<file path="src/rtl/rom_dl_packer.sv">
// rom_dl_packer
// Packs the HPS ioctl byte download stream into 16-bit word writes for the
// SDRAM ROM store. Bytes pair up into {odd, even} words. Each word goes into a
// small FIFO, and the FIFO drains through a level-request / pulse-ack write port.
// When the download ends, a trailing unpaired byte is flushed, and then done is
// raised.
//
// Optional feature macro: ROM_DL_CHECKSUM_EN adds the 16-bit checksum output.
//
// Ports:
//   clk            single clock for ioctl and SDRAM sides
//   reset          synchronous, active-high
//   ioctl_download high for the duration of a download
//   ioctl_wr       one-cycle byte strobe
//   ioctl_addr     byte address
//   ioctl_dout     byte data
//   ioctl_wait     back-pressure to the host
//   sdr_req        write request (level), held until sdr_ack
//   sdr_ack        one-cycle accept pulse
//   sdr_addr       word address (byte address >> 1)
//   sdr_data       {odd byte, even byte}
//   sdr_be         byte enables, bit0 = even byte, bit1 = odd byte
//   done           download finished and every word written
//   overflow       sticky: a byte was dropped
//   checksum       wrapping 16-bit sum of accepted bytes (ROM_DL_CHECKSUM_EN only)
module rom_dl_packer #(
    parameter int ADDR_W     = 25,
    parameter int FIFO_DEPTH = 4
) (
    input  logic              clk,
    input  logic              reset,
    input  logic              ioctl_download,
    input  logic              ioctl_wr,
    input  logic [ADDR_W-1:0] ioctl_addr,
    input  logic [7:0]        ioctl_dout,
    output logic              ioctl_wait,
    output logic              sdr_req,
    input  logic              sdr_ack,
    output logic [ADDR_W-2:0] sdr_addr,
    output logic [15:0]       sdr_data,
    output logic [1:0]        sdr_be,
    output logic              done,
    output logic              overflow
`ifdef ROM_DL_CHECKSUM_EN
    ,
    output logic [15:0]       checksum
`endif
);

    localparam int PTR_W = (FIFO_DEPTH > 1) ? $clog2(FIFO_DEPTH) : 1;
    localparam int CNT_W = PTR_W + 1;
    localparam int WA_W  = ADDR_W - 1;
    localparam logic [CNT_W-1:0] CNT_FULL = CNT_W'(FIFO_DEPTH);
    localparam logic [CNT_W-1:0] CNT_HIGH = CNT_W'(FIFO_DEPTH - 1);

    typedef enum logic [1:0] {
        ST_IDLE  = 2'd0,
        ST_LOAD  = 2'd1,
        ST_FLUSH = 2'd2,
        ST_DONE  = 2'd3
    } state_t;

    state_t            state_r;
    logic              dl_prev_r;
    logic              done_r;
    logic              overflow_r;

    // Pending even byte waiting for its odd partner
    logic              pend_valid_r;
    logic [WA_W-1:0]   pend_waddr_r;
    logic [7:0]        pend_byte_r;

    // Odd byte whose push was postponed because the stale pending byte went first
    logic              defer_valid_r;
    logic [WA_W-1:0]   defer_waddr_r;
    logic [7:0]        defer_byte_r;

    logic [WA_W-1:0]   fifo_addr_r [FIFO_DEPTH];
    logic [15:0]       fifo_data_r [FIFO_DEPTH];
    logic [1:0]        fifo_be_r   [FIFO_DEPTH];
    logic [PTR_W-1:0]  wr_ptr_r;
    logic [PTR_W-1:0]  rd_ptr_r;
    logic [CNT_W-1:0]  count_r;

    logic              sdr_req_r;
    logic [WA_W-1:0]   sdr_addr_r;
    logic [15:0]       sdr_data_r;
    logic [1:0]        sdr_be_r;

    logic              push_s;
    logic [WA_W-1:0]   push_waddr_s;
    logic [15:0]       push_data_s;
    logic [1:0]        push_be_s;
    logic              pend_set_s;
    logic              pend_clr_s;
    logic              defer_set_s;
    logic              defer_clr_s;

    logic [WA_W-1:0]   wr_waddr_s;
    logic              wr_odd_s;
    logic              dl_rise_s;
    logic              start_s;
    logic              wr_take_s;
    logic              wr_lost_s;
    logic              fifo_full_s;
    logic              push_ok_s;
    logic              push_drop_s;
    logic              pop_s;
    logic              flush_done_s;

    assign wr_waddr_s   = ioctl_addr[ADDR_W-1:1];
    assign wr_odd_s     = ioctl_addr[0];
    assign dl_rise_s    = ioctl_download & ~dl_prev_r;
    assign start_s      = dl_rise_s & ((state_r == ST_IDLE) | (state_r == ST_DONE));
    // A host write landing while the deferred push is still outstanding has no slot
    assign wr_take_s    = (state_r == ST_LOAD) & ioctl_wr & ~defer_valid_r;
    assign wr_lost_s    = (state_r == ST_LOAD) & ioctl_wr & defer_valid_r;
    assign fifo_full_s  = (count_r == CNT_FULL);
    assign push_ok_s    = push_s & ~fifo_full_s;
    assign push_drop_s  = push_s & fifo_full_s;
    assign pop_s        = (count_r != {CNT_W{1'b0}}) & ~sdr_req_r;
    assign flush_done_s = (state_r == ST_FLUSH) & ~pend_valid_r & ~defer_valid_r &
                          (count_r == {CNT_W{1'b0}}) & ~sdr_req_r;

    // Selects the single FIFO push for this cycle and the pending/deferred updates
    always_comb begin
        push_s       = 1'b0;
        push_waddr_s = {WA_W{1'b0}};
        push_data_s  = 16'h0000;
        push_be_s    = 2'b00;
        pend_set_s   = 1'b0;
        pend_clr_s   = 1'b0;
        defer_set_s  = 1'b0;
        defer_clr_s  = 1'b0;
        if (defer_valid_r) begin
            push_s       = 1'b1;
            push_waddr_s = defer_waddr_r;
            push_data_s  = {defer_byte_r, 8'h00};
            push_be_s    = 2'b10;
            defer_clr_s  = 1'b1;
        end else if (wr_take_s) begin
            if (!wr_odd_s) begin
                // Even byte: evict any older pending byte, then wait for a partner
                if (pend_valid_r) begin
                    push_s       = 1'b1;
                    push_waddr_s = pend_waddr_r;
                    push_data_s  = {8'h00, pend_byte_r};
                    push_be_s    = 2'b01;
                end else begin
                    push_s       = 1'b0;
                end
                pend_set_s = 1'b1;
            end else if (pend_valid_r && (pend_waddr_r == wr_waddr_s)) begin
                push_s       = 1'b1;
                push_waddr_s = wr_waddr_s;
                push_data_s  = {ioctl_dout, pend_byte_r};
                push_be_s    = 2'b11;
                pend_clr_s   = 1'b1;
            end else if (pend_valid_r) begin
                // Stale pending byte goes now; the odd byte follows next cycle
                push_s       = 1'b1;
                push_waddr_s = pend_waddr_r;
                push_data_s  = {8'h00, pend_byte_r};
                push_be_s    = 2'b01;
                pend_clr_s   = 1'b1;
                defer_set_s  = 1'b1;
            end else begin
                push_s       = 1'b1;
                push_waddr_s = wr_waddr_s;
                push_data_s  = {ioctl_dout, 8'h00};
                push_be_s    = 2'b10;
            end
        end else if ((state_r == ST_FLUSH) && pend_valid_r) begin
            push_s       = 1'b1;
            push_waddr_s = pend_waddr_r;
            push_data_s  = {8'h00, pend_byte_r};
            push_be_s    = 2'b01;
            pend_clr_s   = 1'b1;
        end else begin
            push_s       = 1'b0;
        end
    end

    // Download state machine, done level and sticky overflow flag
    always_ff @(posedge clk) begin
        if (reset) begin
            state_r    <= ST_IDLE;
            // Seed with the live level so a download held across reset is not a new start
            dl_prev_r  <= ioctl_download;
            done_r     <= 1'b0;
            overflow_r <= 1'b0;
        end else begin
            dl_prev_r <= ioctl_download;
            case (state_r)
                ST_IDLE, ST_DONE: begin
                    if (dl_rise_s) begin
                        state_r <= ST_LOAD;
                        done_r  <= 1'b0;
                    end
                end
                ST_LOAD: begin
                    if (!ioctl_download) begin
                        state_r <= ST_FLUSH;
                    end
                end
                ST_FLUSH: begin
                    if (flush_done_s) begin
                        state_r <= ST_DONE;
                        done_r  <= 1'b1;
                    end
                end
                default: begin
                    state_r <= ST_IDLE;
                end
            endcase
            if (start_s) begin
                overflow_r <= 1'b0;
            end else if (push_drop_s || wr_lost_s) begin
                overflow_r <= 1'b1;
            end
        end
    end

    // Pending-byte and deferred-odd-byte registers
    always_ff @(posedge clk) begin
        if (reset || start_s) begin
            pend_valid_r  <= 1'b0;
            pend_waddr_r  <= {WA_W{1'b0}};
            pend_byte_r   <= 8'h00;
            defer_valid_r <= 1'b0;
            defer_waddr_r <= {WA_W{1'b0}};
            defer_byte_r  <= 8'h00;
        end else begin
            if (pend_set_s) begin
                pend_valid_r <= 1'b1;
                pend_waddr_r <= wr_waddr_s;
                pend_byte_r  <= ioctl_dout;
            end else if (pend_clr_s) begin
                pend_valid_r <= 1'b0;
            end
            if (defer_set_s) begin
                defer_valid_r <= 1'b1;
                defer_waddr_r <= wr_waddr_s;
                defer_byte_r  <= ioctl_dout;
            end else if (defer_clr_s) begin
                defer_valid_r <= 1'b0;
            end
        end
    end

    // FIFO storage; occupancy is defined by the pointers, so entries carry no reset
    always_ff @(posedge clk) begin
        if (push_ok_s) begin
            fifo_addr_r[wr_ptr_r] <= push_waddr_s;
            fifo_data_r[wr_ptr_r] <= push_data_s;
            fifo_be_r[wr_ptr_r]   <= push_be_s;
        end
    end

    // FIFO pointers and occupancy count; pointers wrap modulo the power-of-two depth
    always_ff @(posedge clk) begin
        if (reset) begin
            wr_ptr_r <= {PTR_W{1'b0}};
            rd_ptr_r <= {PTR_W{1'b0}};
            count_r  <= {CNT_W{1'b0}};
        end else begin
            if (push_ok_s) begin
                wr_ptr_r <= wr_ptr_r + PTR_W'(1);
            end
            if (pop_s) begin
                rd_ptr_r <= rd_ptr_r + PTR_W'(1);
            end
            case ({push_ok_s, pop_s})
                2'b10:   count_r <= count_r + CNT_W'(1);
                2'b01:   count_r <= count_r - CNT_W'(1);
                default: count_r <= count_r;
            endcase
        end
    end

    // SDRAM write port: the head loads only while no request is outstanding
    always_ff @(posedge clk) begin
        if (reset) begin
            sdr_req_r  <= 1'b0;
            sdr_addr_r <= {WA_W{1'b0}};
            sdr_data_r <= 16'h0000;
            sdr_be_r   <= 2'b00;
        end else if (pop_s) begin
            sdr_req_r  <= 1'b1;
            sdr_addr_r <= fifo_addr_r[rd_ptr_r];
            sdr_data_r <= fifo_data_r[rd_ptr_r];
            sdr_be_r   <= fifo_be_r[rd_ptr_r];
        end else if (sdr_req_r && sdr_ack) begin
            sdr_req_r  <= 1'b0;
        end
    end

`ifdef ROM_DL_CHECKSUM_EN
    logic [15:0] checksum_r;
    logic [15:0] csum_add_s;

    // Sum only the bytes that actually entered the FIFO
    always_comb begin
        csum_add_s = 16'h0000;
        if (push_ok_s) begin
            csum_add_s = (push_be_s[0] ? {8'h00, push_data_s[7:0]}  : 16'h0000) +
                         (push_be_s[1] ? {8'h00, push_data_s[15:8]} : 16'h0000);
        end else begin
            csum_add_s = 16'h0000;
        end
    end

    // Running checksum, cleared at download start
    always_ff @(posedge clk) begin
        if (reset || start_s) begin
            checksum_r <= 16'h0000;
        end else begin
            checksum_r <= checksum_r + csum_add_s;
        end
    end

    assign checksum = checksum_r;
`endif

    assign ioctl_wait = (count_r >= CNT_HIGH) | defer_valid_r;
    assign sdr_req    = sdr_req_r;
    assign sdr_addr   = sdr_addr_r;
    assign sdr_data   = sdr_data_r;
    assign sdr_be     = sdr_be_r;
    assign done       = done_r;
    assign overflow   = overflow_r;

endmodule

</file>
<file path="config.mk">
export PLATFORM = sky130hd
export DESIGN_NAME = rom_dl_packer
export DESIGN_NICKNAME = d
export VERILOG_FILES = /design/src/rtl/rom_dl_packer.sv
export SDC_FILE = /design/constraint.sdc
export NUM_CORES = 1
export LEC_CHECK = 0
export ABC_AREA = 1
export CAP_MARGIN = 20
export CORE_ASPECT_RATIO = 1.4
export CORE_MARGIN = 4
export CORE_UTILIZATION = 35
export DETAILED_ROUTE_END_ITERATION = 8
export PLACE_DENSITY_LB_ADDON = 0.05
export SKIP_LAST_GASP = 1
export SYNTH_ARGS = -nofsm -noshare
export SYNTH_HDL_FRONTEND = slang
export SYNTH_SLANG_ARGS = --single-unit
export TNS_END_PERCENT = 100
</file>
<file path="constraint.sdc">
create_clock -name clk -period 8.25 [get_ports clk]
set_input_delay 2.0625 -clock clk [delete_from_list [all_inputs] [get_ports clk]]
set_output_delay 2.0625 -clock clk [all_outputs]
set_load 0.01 [all_outputs]
</file>
==> flow_metrics.py <==
metrics = {
    "global_route": {
        "grt_max_degree": 86,
        "grt_pass1_wl_um": 49380,
        "grt-ovfl-total": 0,
        "antenna_found_initial": 0,
        "grt_pass1_vias": 8589,
        "grt_use_total": 0.1697,
    },
    "cells_and_area": {
        "antenna_cells": 0,
        "final_common_cell": "nor2_1",
        "area_delta_synth_final_pct": 18.30,
        "final_cell_mix": "267 x nor2_1, 204 x nand2_1, 173 x o21ai_0",
        "final_nets": 1402,
        "fin_util": 0.4176,
        "drive_gt1_frac": 0.05145,
    },
    "drt": {
        "avgViaCountPerCell": 4.808,
        "drt-total-wl_um": 31620,
        "drc": 0,
        "ant_nets": 0,
        "drtPass1Iterations": 5,
        "via_count": 8803,
        "drtIter0Drc": 415,
        "wl_per_cell_um": 17.27,
    },
    "timing": {
        "final-setup-viol-count": 0,
        "finalHoldViolCount": 0,
        "rsz0062_at_grt": "false",
        "relSlewSlack": 0.4123,
        "fin_skew_ps": 8.094,
        "slew_violations": 0,
        "fin_crit_ps": 4328,
        "tightest_slew_ps": 876.2,
        "tns_ps": 0,
        "period_share": 0.5246,
        "timing.fmax_ghz": 0.2311,
    },
    "clock_tree": {
        "cts-resized-gates": 0,
        "tritoncts": "built",
        "insertion_delay_ps": 550,
        "clkSinkCount": 289,
        "hold_buffers": 0,
        "path_clk_slew_ps": 60,
        "cts_root_buf": "clkbuf_16",
        "cts_setup_buffers": 0,
        "htreeDepth": 1,
        "cts_made_buffers": 30,
        "clk_path_buf_depth": 3,
    },
    "placement": {
        "io_buffers": 83,
        "globalplace.congestion": 0.7692,
        "hpwl_um": 18330,
    },
    "worst_setup_path": {
        "cp_cell_sequence": "clkdlybuf4s50_1 -> nand2_1 -> nor2_2 -> buf_4 -> nor2_1 -> nand2_1 -> o221ai_1",
        "cp.arrival_ps": 4590,
        "crit_family": "simple AND/OR/NAND/NOR gates",
        "cp_common_cell": "nand2_1",
        "required_ps": 8520,
        "startpoint_type": "primary input",
        "worstSetupPathType": "in2reg",
        "slowest_delay_ps": 730,
        "cp_max_fo": 28,
        "crit_slowest_cell": "o221ai_1",
        "cp_num_buf_inv": 2,
        "crit_path_end_kind": "flop",
    },
    "die": {
        "die_h_um": 227.2,
        "io_pins": 84,
        "initial_core_util": 0.3530,
        "die_w_um": 164.6,
        "coreArea_um2": 34030,
        "dieArea_um2": 37390,
        "std_cell_rows": 80,
    },
    "synth": {
        "synth_edf_count": 168,
        "yosys_warnings": 0,
        "synth_area_leaders": "edfxtp_1 42%, dfxtp_1 20%, nor2_1 8.5%, o21ai_0 7.2%, nand2_1 6.4%",
        "syn-num-nets": 1348,
        "synth_top_area_cell": "edfxtp_1",
        "synth_flop_cell": "edfxtp_1",
        "synth-seq-cells": 289,
        "syn_area_per_cell_um2": 9.226,
        "postSynthCellCount": 1302,
        "ys_seq_area_frac": 0.6216,
        "synth_cell_type_count": 28,
        "synth_area_um2": 12010,
        "synth_top_area_frac": 0.4200,
        "synth-async-reset-ratio": 0,
    },
    "min_path": {
        "hold_class": "reg2reg",
    },
    "power": {
        "p_leak_nw": 5.314,
        "peakVddDrop_mv": 0.1309,
        "power_density_nw_per_um2": 287.9,
    },
    "status": {
        "status": "completed",
    },
    "flow_run": {
        "drv_cap": 0,
    },
}
## routing by layer
metal / vias to the layer above / share of wire / track usage
met3: 33 / 0.036 / 0.02137
met1: 4135 / 0.48 / 0.2408
met5: - / 0 / 0
met2: 150 / 0.47 / 0.2798
met4: 0 / 0.015 / 0.03785
li1: 4485 / - / -
## final cells by class
type	instances	area [um2]
Clock buffer	38	822.0
Multi-Input combinational cell	813	3782
Clock inverter	18	161.4
Sequential cell	289	7468
Tap cell	451	564.3
Fill cell	3408	19820
Inverter	123	461.7
Timing Repair Buffer	99	950.9
## flip-flops by register name, indices dropped and copies added, names as in the netlist
register,count
defer_byte_r,8
fifo_addr_r,96
dl_prev_r,1
done,1
sdr_req,1
count_r,3
fifo_data_r,64
fifo_be_r,8
overflow,1
state_r,2
pend_valid_r,1
defer_waddr_r,24
sdr_be,2
pend_waddr_r,24
pend_byte_r,8
sdr_data,16
rd_ptr_r,2
sdr_addr,24
wr_ptr_r,2
defer_valid_r,1
## Yosys cell counts, types with 2 or more instances
library cell  number
nor2_1           272
nand2_1          205
o21ai_0          173
edfxtp_1         168
dfxtp_1          121
inv_1            120
clkbuf_1          48
a21oi_1           42
a31oi_1           42
o22ai_1           30
o221ai_1          20
buf_2             15
nand3_1            9
buf_1              8
ha_1               7
o211ai_1           5
buf_4              3
buf_6              3
clkinv_1           2
## metrics by stage
| stage | setup slack [ps] | hold slack, ps | total power [W] | cell area (um2) | std cells |
|---|---|---|---|---|---|
| final | 3922 | 474.5 | 0.004091 | 14210 | 1831 |
| after global routing | 3571 | 499.7 | 0.004339 | 14210 | 1831 |
| after CTS | 3851 | 482.3 | 0.004159 | 14210 | 1831 |
| after detailed placement | 3274 | 462.4 | 0.002801 | 13230 | 1775 |
| after global placement | 3326 | 457.2 | 0.002794 | 13230 | 1775 |
| after floorplan | 3433 | 430.0 | 0.002376 | 12010 | 1302 |
## where the power goes
part / total [W] / leakage [nW] / internal [W] / switching [W]
clock: 0.00135 / 0.479 / 0.000794 / 0.000555
sequential: 0.00175 / 2.46 / 0.00166 / 0.0000834
combinational: 0.000995 / 2.37 / 0.000357 / 0.000639
## worst register-to-register path, cell delays in order (launching register included)
cell and delay, ps:
dfxtp_1 340, inv_1 60, ha_1 210, nand2_1 140, nor2_2 40, buf_4 240
nor2_1 350, nand2_1 610, o221ai_1 740
## cell families after synthesis
kind of cell               synth area share
and+or+nand+nor                      0.1545
adders and majority gates          0.008957
DFF                                  0.6216
AOI/OAI and AO/OA                    0.1474
buffers and inverters               0.06687
xor gates and xnor gates          0.0007292
## worst paths after layout
path                                         startpoint  slack (ps)                           end  depth (start not counted)
worst max-delay path                           ioctl_wr        3920  fifo_addr_r[1][15]$_DFFE_PP_                          7
worst min-delay path              overflow$_SDFFE_PP0P_         470         overflow$_SDFFE_PP0P_                          1
worst min register to register    overflow$_SDFFE_PP0P_         470         overflow$_SDFFE_PP0P_                          1
worst max register to register  state_r[1]$_SDFFE_PP0P_        5220  fifo_addr_r[1][15]$_DFFE_PP_                          8
Power figures use the tool's default switching activity.
